--- config.mk ---
export PLATFORM = sky130hd
export DESIGN_NAME = alu_exec_unit_flat
export DESIGN_NICKNAME = d
export VERILOG_FILES = /design/src/rtl/alu_exec_if.sv /design/src/rtl/alu_exec_unit.sv /design/src/flat_wrapper.sv
export SDC_FILE = /design/constraint.sdc
export NUM_CORES = 1
export LEC_CHECK = 0
export BUFFER_PORTS_ARGS = -buffer_cell sky130_fd_sc_hd__buf_2
export CAP_MARGIN = 20
export CORE_MARGIN = 10
export CORE_UTILIZATION = 50
export CTS_BUF_LIST = sky130_fd_sc_hd__clkbuf_8
export CTS_CLUSTER_SIZE = 25
export DETAILED_ROUTE_END_ITERATION = 10
export GPL_TIMING_DRIVEN = 0
export HOLD_SLACK_MARGIN = 0.08
export PLACE_DENSITY = 0.78
export SETUP_SLACK_MARGIN = 0.5
export SLEW_MARGIN = 20
export SYNTH_ARGS = -nofsm -noshare
export SYNTH_HDL_FRONTEND = slang
export SYNTH_SLANG_ARGS = --single-unit
--- constraint.sdc ---
create_clock -name clk -period 6.96 [get_ports clk]
set_input_delay 0.348 -clock clk [delete_from_list [all_inputs] [get_ports clk]]
set_output_delay 0.348 -clock clk [all_outputs]
set_load 0.1 [all_outputs]
--- src/rtl/alu_exec_if.sv ---
// Operand/result handshake bundle for alu_exec_unit (slave = ALU, master = issue/consumer side).
// The ovf signal exists only when ALU_OVF_FLAG_EN is defined.
interface alu_exec_if #(parameter int W = 32);
  logic         in_valid;
  logic         in_ready;
  logic [2:0]   alu_funct;
  logic [W-1:0] op_a;
  logic [W-1:0] op_b;
  logic         out_valid;
  logic         out_ready;
  logic [W-1:0] result;
  logic         zero;
  logic         busy;
  logic         dbg_state;
`ifdef ALU_OVF_FLAG_EN
  logic         ovf;
`endif

  modport master (
    output in_valid, alu_funct, op_a, op_b, out_ready,
    input  in_ready, out_valid, result, zero, busy, dbg_state
`ifdef ALU_OVF_FLAG_EN
    , input ovf
`endif
  );

  modport slave (
    input  in_valid, alu_funct, op_a, op_b, out_ready,
    output in_ready, out_valid, result, zero, busy, dbg_state
`ifdef ALU_OVF_FLAG_EN
    , output ovf
`endif
  );
endinterface

--- src/rtl/alu_exec_unit.sv ---
// Execute-stage ALU: single-cycle add/sub/slt/logic ops, iterative 1-bit-per-cycle srl.
// Optional registered signed-overflow flag when ALU_OVF_FLAG_EN is defined.
module alu_exec_unit #(
  parameter int W = 32
) (
  input logic       clk,
  input logic       rst_n,
  alu_exec_if.slave bus
);
  localparam int SW = $clog2(W);

  localparam logic [2:0] F_ADD = 3'b000;
  localparam logic [2:0] F_SUB = 3'b001;
  localparam logic [2:0] F_SLT = 3'b010;
  localparam logic [2:0] F_AND = 3'b011;
  localparam logic [2:0] F_OR  = 3'b100;
  localparam logic [2:0] F_XOR = 3'b101;
  localparam logic [2:0] F_NOR = 3'b110;
  localparam logic [2:0] F_SRL = 3'b111;

  typedef enum logic {IDLE = 1'b0, SHIFT = 1'b1} state_t;

  state_t       state;
  logic [W-1:0] shift_q;
  logic [SW-1:0] cnt_q;
  logic [W-1:0] result_q;
  logic         zero_q;
  logic         valid_q;
  logic         busy_q;

  logic [W-1:0] sum;
  logic [W-1:0] diff;
  logic [W-1:0] comb_res;
  logic [W-1:0] shift_nxt;
  logic [SW-1:0] shamt;
  logic         lt;
  logic         accept;

  // Handshake: a word moves on any rising edge where valid & ready are both high;
  // ready never depends on valid, and valid/data hold until the transfer.
  assign bus.in_ready  = rst_n && (state == IDLE) && (!valid_q || bus.out_ready);
  assign accept        = bus.in_valid && bus.in_ready;
  assign bus.out_valid = valid_q;
  assign bus.result    = result_q;
  assign bus.zero      = zero_q;
  assign bus.busy      = busy_q;
  assign bus.dbg_state = state;

  assign shamt     = bus.op_b[SW-1:0];
  assign sum       = bus.op_a + bus.op_b;
  assign diff      = bus.op_a - bus.op_b;
  assign lt        = $signed(bus.op_a) < $signed(bus.op_b);
  assign shift_nxt = shift_q >> 1;

  always_comb begin
    comb_res = '0;
    case (bus.alu_funct)
      F_ADD: comb_res = sum;
      F_SUB: comb_res = diff;
      F_SLT: comb_res = {{(W-1){1'b0}}, lt};
      F_AND: comb_res = bus.op_a & bus.op_b;
      F_OR:  comb_res = bus.op_a | bus.op_b;
      F_XOR: comb_res = bus.op_a ^ bus.op_b;
      F_NOR: comb_res = ~(bus.op_a | bus.op_b);
      F_SRL: comb_res = bus.op_a; // only loaded directly when shamt == 0
    endcase
  end

`ifdef ALU_OVF_FLAG_EN
  logic ovf_q;
  logic comb_ovf;

  always_comb begin
    comb_ovf = 1'b0;
    if (bus.alu_funct == F_ADD)
      comb_ovf = (bus.op_a[W-1] == bus.op_b[W-1]) && (sum[W-1] != bus.op_a[W-1]);
    else if (bus.alu_funct == F_SUB)
      comb_ovf = (bus.op_a[W-1] != bus.op_b[W-1]) && (diff[W-1] != bus.op_a[W-1]);
  end

  assign bus.ovf = ovf_q;
`endif

  always_ff @(posedge clk or negedge rst_n) begin
    if (!rst_n) begin
      state    <= IDLE;
      shift_q  <= '0;
      cnt_q    <= '0;
      result_q <= '0;
      zero_q   <= 1'b0;
      valid_q  <= 1'b0;
      busy_q   <= 1'b0;
`ifdef ALU_OVF_FLAG_EN
      ovf_q    <= 1'b0;
`endif
    end else begin
      // Drain first; a load in the same cycle overrides it below.
      if (valid_q && bus.out_ready)
        valid_q <= 1'b0;
      case (state)
        IDLE: begin
          if (accept) begin
            if (bus.alu_funct == F_SRL && shamt != '0) begin
              shift_q <= bus.op_a;
              cnt_q   <= shamt;
              busy_q  <= 1'b1;
              state   <= SHIFT;
            end else begin
              result_q <= comb_res;
              zero_q   <= (comb_res == '0);
              valid_q  <= 1'b1;
`ifdef ALU_OVF_FLAG_EN
              ovf_q    <= comb_ovf;
`endif
            end
          end
        end
        SHIFT: begin
          shift_q <= shift_nxt;
          cnt_q   <= cnt_q - SW'(1);
          if (cnt_q == SW'(1)) begin
            result_q <= shift_nxt;
            zero_q   <= (shift_nxt == '0);
            valid_q  <= 1'b1;
            busy_q   <= 1'b0;
            state    <= IDLE;
`ifdef ALU_OVF_FLAG_EN
            ovf_q    <= 1'b0;
`endif
          end
        end
        default: state <= IDLE;
      endcase
    end
  end
endmodule
--- src/flat_wrapper.sv ---
// flat-port wrapper written by rule: the top's interface ports become plain ports
module alu_exec_unit_flat 
#(
  parameter int W = 32
)
  (clk, rst_n, bus_in_valid, bus_alu_funct, bus_op_a, bus_op_b, bus_out_ready, bus_in_ready, bus_out_valid, bus_result, bus_zero, bus_busy, bus_dbg_state);
  alu_exec_if #(.W(W)) bus_i ();
  input logic clk;
  input logic rst_n;
  input wire logic [$bits(bus_i.in_valid)-1:0] bus_in_valid;
  input wire logic [$bits(bus_i.alu_funct)-1:0] bus_alu_funct;
  input wire logic [$bits(bus_i.op_a)-1:0] bus_op_a;
  input wire logic [$bits(bus_i.op_b)-1:0] bus_op_b;
  input wire logic [$bits(bus_i.out_ready)-1:0] bus_out_ready;
  output wire logic [$bits(bus_i.in_ready)-1:0] bus_in_ready;
  output wire logic [$bits(bus_i.out_valid)-1:0] bus_out_valid;
  output wire logic [$bits(bus_i.result)-1:0] bus_result;
  output wire logic [$bits(bus_i.zero)-1:0] bus_zero;
  output wire logic [$bits(bus_i.busy)-1:0] bus_busy;
  output wire logic [$bits(bus_i.dbg_state)-1:0] bus_dbg_state;
  assign bus_i.in_valid = bus_in_valid;
  assign bus_i.alu_funct = bus_alu_funct;
  assign bus_i.op_a = bus_op_a;
  assign bus_i.op_b = bus_op_b;
  assign bus_i.out_ready = bus_out_ready;
  assign bus_in_ready = bus_i.in_ready;
  assign bus_out_valid = bus_i.out_valid;
  assign bus_result = bus_i.result;
  assign bus_zero = bus_i.zero;
  assign bus_busy = bus_i.busy;
  assign bus_dbg_state = bus_i.dbg_state;
  alu_exec_unit #(.W(W)) u_core (.clk(clk), .rst_n(rst_n), .bus(bus_i));
endmodule
* Yosys cells after proc, flatten, opt, wreduce, memory -nomap -nowiden
Index checks and enable logic that the tools add are counted.
** Word-level totals
- Flip-flop bits (word level) :: 73
- Bits of input ports :: 71
- Output and inout bits :: 37
- Logic and storage cells :: 70
** Operators by class
- $add $sub $neg :: 3
- Magnitude comparators :: 1
- Equality and inequality tests :: 12
- Muxes and demuxes :: 28
- Bitwise operators :: 5
- Reduce and logical (&&, ||, !) cells :: 14
** Operator list (number)
- 32-bit one-hot mux with 8 select lines :: 1
- 32-bit 2-to-1 mux :: 5
- 32-bit one-hot mux with 2 select lines :: 2
- 32-bit zero test :: 2
- 32-bit adder :: 1
- 32-bit AND :: 1
- 32-bit < comparator :: 1
- 32-bit NOT :: 1
- 32-bit bitwise OR :: 1
- 32-bit subtractor :: 1
- 32-bit bitwise XOR :: 1
- 1-bit 2-to-1 mux :: 13
- 3-bit == test (second input constant) :: 4
- 5-bit 2-to-1 mux :: 2
- 5-bit one-hot mux with 2 select lines :: 1
- 1-bit one-hot mux with 2 select lines :: 4
- 3-bit by 2-bit == test with 1-bit output (second input constant) :: 2
- 2-bit inequality test (second input constant) :: 3
- 3-bit AND reduction :: 2
- 5-bit by 1-bit == test with 1-bit output (second input constant) :: 1
- 1-bit logical AND :: 5
- 5-bit nonzero test :: 1
- 5-bit by 1-bit subtractor with 5-bit output (second input constant) :: 1
- 3-bit by 1-bit == test with 1-bit output (second input constant) :: 1
- other kinds (6) :: 6

* Longest topological paths before layout
- Word-level depth :: 7
- Mapped depth :: 16
- Mapped depth without buffers :: 16

* Least setup slack after synthesis
Ideal clock, no wire load.
- Kind :: reg-to-reg
- Start point :: register u_core.valid_q (netlist: u_core.bus.out_valid)
- End point :: register u_core.zero_q (netlist: u_core.bus.zero)
- Library setup time :: 0.095 ns
- Arrival time :: 5.377 ns
- Data required time :: 6.865 ns
- Path slack :: 1.487 ns
- Stages on the path, launching flop included :: 13
- Path buffers :: 0
- Period minus slack after synthesis :: 5.473 ns
- Cells stage by stage :: dfrtp_1 > nor2b_1 > nor3b_1 > nand3_1 > nand2_1 > nor3b_1 > and3_1 > nand4b_1 > nor4b_2 > nand4_1 > nor4_2 > nand4_1 > o31ai_1
** Between the ends
- Word-level cells in the longest chain between the ends :: 6
** Ends and longest elaborated chain
- from (decl) :: RTL line alu_exec_unit.sv:28 : logic valid_q;
- from (signal assigned) :: RTL line alu_exec_unit.sv:91 : valid_q <= 1'b0;
- from (signal assigned) :: RTL line alu_exec_unit.sv:99 : valid_q <= 1'b0;
- from (signal assigned) :: RTL line alu_exec_unit.sv:111 : valid_q <= 1'b1;
- 1-bit zero test :: RTL line alu_exec_unit.sv:41 : assign bus.in_ready = rst_n && (state == IDLE) && (!valid_q || bus.out_ready);
- 1-bit logical OR :: RTL line alu_exec_unit.sv:41
- 1-bit logical AND :: RTL line alu_exec_unit.sv:41
- named net bus_in_ready :: RTL line flat_wrapper.sv:15 : output wire logic [$bits(bus_i.in_ready)-1:0] bus_in_ready;
- 1-bit logical AND :: RTL line alu_exec_unit.sv:42 : assign accept = bus.in_valid && bus.in_ready;
- 2-bit by 1-bit inequality test with 1-bit output (no source line)
- 3-bit AND reduction (no source line)
- to (signal assigned) :: RTL line alu_exec_unit.sv:110 : zero_q <= (comb_res == '0);
- to (signal assigned) :: RTL line alu_exec_unit.sv:123 : zero_q <= (shift_nxt == '0);
- to (decl) :: RTL line alu_exec_unit.sv:27 : logic zero_q;
The timed path passes the listed nets, and every way through them passes these cells.
A chain may end at the register's enable or synchronous reset.

* Worst setup path after layout
- Start point :: input bus_op_b[0]
- End point :: register u_core.zero_q (netlist: u_core.bus.zero)
** Between the ends
- Word-level cells in the longest chain between the ends :: 7
- Elaborated cells on any way between the ends :: 16
- Those cells by class :: add/sub (2); order compare (1); eq/ne (1); mux (4); bitwise (4); reduce/logical (4)
** Ends and longest elaborated chain
- from (decl) :: RTL line flat_wrapper.sv:13 : input wire logic [$bits(bus_i.op_b)-1:0] bus_op_b;
- branches (longest 7 deep; another with 32-bit subtractor)
Parallel ways; which one is timed is not known. The select of a mux whose other input is x is not followed.

==> run metrics <==
outcome=finished, final reports clean; Routed WL=35,600 µm; Buf+Inv Stages, Crit Path=1; Worst setup EP type=register; Final Wtd Congestion=1.04; Clock transition at path regs=0.07 ns; Cell variety after synth=86; worst-path cell chain=buf_2, ha_1, fa_1, a211oi_1, nor3b_2, a2111oi_2, o21a_1, a22oi_1, xnor2_1, a21oi_1, nand2_1, or4_1, nor4_1, nand4_1, o31ai_1; die area=24,400 µm²; FF+latch count, synth=72; Slew headroom=43.5%; core outline area=18,100 µm²; Worst Hold Launch=bus_op_a[31]; DR pass1 iterations=8; Slowest cell on crit path=a2111oi_2; IO Pins=108; post-synthesis cell count=1,229; f_max=0.218 GHz; Vias=10,346; final setup TNS=0 ns; main flop type after synthesis=dfrtp_1; cell family with most CP delay=compound AO/OA/AOI/OAI gates; share of layout cells above drive strength 1=12.3%; most common cell after layout, fill and taps aside=buf_2; DRT iter0 DRCs=1,424; syn_nets=1,400; clock buffer depth=2; initial core utilization=51.2%; static leakage power=4.68 nW; most frequent cells in the layout=buf_2 (111), a21oi_1 (109), nor2_1 (108); dpl ws=2.13 ns; VDD IR-drop max=0.129 mV; ys async rst share=100%; Syn Area/Cell=7.54 µm²; largest net degree at the start of global routing=54; DR DRC count=0; WHS Path Cells=3; critical path launch point type=input pin; Clock Latency Late Sink=0.36 ns; Antenna diodes=0; r2r setup slk=3.55 ns; nets=1,518; Worst Max-Slew Pin Slew=0.842 ns; final worst-path cycle share=65.9%; initial antenna violation count=0; final slew viol count=0; CP max FO=5; Worst Clk Skew=0.0113 ns; worst r2r src=u_core.bus.dbg_state; Hold Crit Class=in2reg; DP HPWL=28,600 µm; Mapped Area=9260 µm²; global-route usage over all layers=28.0%; synthesis-to-layout area growth=11.0%; RR Endpoint=u_core.bus.zero; clock sink count=72; vias in the first global route=9,791; pwr/cell area=304 nW/µm²; required time worst endpoint=7.22 ns; depth of the CTS H-tree=3; CTS buffer count=9; IO Port Bufs=105; Die Ht=156 µm; register area share after synthesis=19.5%; DR WL/cell=22.5 µm; Post-CTS Setup Repair Bufs=0; FF-to-FF path depth=11; fin crit period=4.58 ns; GRT overflow=0; RSZ-0062 raised after global routing=false; Critical Path AT=4.84 ns; # setup viols final=0; Post-synth EDFFs=0; CTS root buf=clkbuf_8; filler cell count=1,754; Max Cap Violations=0; worst hold endpoint=u_core.shift_q[31]; Critical Path Max Stage Delay=0.81 ns; first-pass GRT wire length=54,700 µm; setup ws final=2.38 ns; Crit Path Category=in2reg; die span in x=156 µm; Antenna Nets Post-Route=0; final hold vios=0; Cell Rows=49; synth warn=0; vias per inst=6.54; post-CTS sizing=0; CTS tree=done
[metrics by stage]
| step | util [%] | instance area [µm²] | power (W) | hold slack [ns] | std cells |
|---|---|---|---|---|---|
| global route | 56.8 | 10300 | 0.00328 | 0.314 | 1581 |
| global placement | 55.7 | 10100 | 0.00278 | 0.459 | 1563 |
| CTS | 56.8 | 10300 | 0.00309 | 0.289 | 1581 |
| detailed placement | 55.9 | 10100 | 0.00280 | 0.255 | 1564 |
| floorplan | - | 9260 | 0.00232 | 0.0524 | 1229 |
| finish | 56.8 | 10300 | 0.00312 | 0.306 | 1581 |
[final cells by class]
cell class                      count  area [µm²]  area share, %
Tap cell                          229         287           2.79
Timing Repair Buffer              107         566           5.50
Sequential cell                    72        1800           17.5
Clock buffer                        9         124           1.20
Multi-Input combinational cell    970        6740           65.6
Buffer                             89         354           3.44
Inverter                           98         368           3.58
Clock inverter                      7        41.3          0.402
[registers in the layout, summed over array words and instances (netlist names)]
| name | count |
|---|---|
| u_core.bus.dbg_state | 1 |
| u_core.bus.busy | 1 |
| u_core.bus.out_valid | 1 |
| u_core.bus.zero | 1 |
| u_core.shift_q | 31 |
| u_core.cnt_q | 5 |
| u_core.bus.result | 32 |
[cell usage after synthesis (all sizes together), types with 26 or more instances]
library cell | number | share of area, %
o21ai | 79 | 4.3
clkbuf | 73 | 3.0
a221o | 33 | 3.6
inv | 98 | 4.0
a21oi | 110 | 6.0
ha | 98 | 13
dfrtp | 72 | 19
nor3 | 60 | 3.2
xnor2 | 28 | 2.6
mux2i | 32 | 3.5
o22ai | 26 | 1.8
nand2 | 76 | 3.1
nor2 | 109 | 4.4
[routing by layer]
metal  track usage, %  vias up  wire, µm
li1                 -     4765         -
met4             8.76        0       919
met2             43.2      632     15500
met5                0        -         0
met1             38.2     4871     15300
met3             5.73       78      3920
[repair_timing]
action	CTS	global route
setup endpoints to repair	0	0
hold buffers	1	0
endpoints found under the hold margin	20	0
[worst max path at each step]
stage,start,endpoint,slack [ns],cells past startpoint
finish,bus_op_b[0],u_core.bus.zero,2.38,15
global route,bus_op_b[0],u_core.bus.zero,2.22,15
CTS,bus_op_b[0],u_core.bus.zero,2.49,15
detailed placement,bus_op_b[0],u_core.bus.zero,2.13,15
global placement,bus_op_b[0],u_core.bus.zero,2.13,15
floorplan,u_core.bus.out_valid,u_core.bus.zero,1.49,12
[worst register-to-register path, delay by kind of cell, from the launching register on]
kind	cells	cell delay [ns]
flip-flops	1	0.50
AO/OA/AOI/OAI	1	0.27
AND/OR/NAND/NOR	10	2.55
[cells by family (layout without fill, tap and decap cells)]
family                   Yosys count  in the layout  synth area share (%)
AO/OA/AOI/OAI                    430            430                  32.0
XOR/XNOR                          33             33                  3.12
adder cells (fa/ha/maj)          100            100                  13.7
buffers and inverters            187            310                  7.79
flip-flops                        72             72                  19.5
multiplexers                      40             40                  4.55
AND/OR/NAND/NOR                  367            367                  19.4
[report_power, final]
group	internal [W]	switching (W)
sequential	0.000607	0.000182
clock	0.000126	0.000159
combinational	0.000527	0.00152
Note: power is estimated with default switching activity, not from simulation.
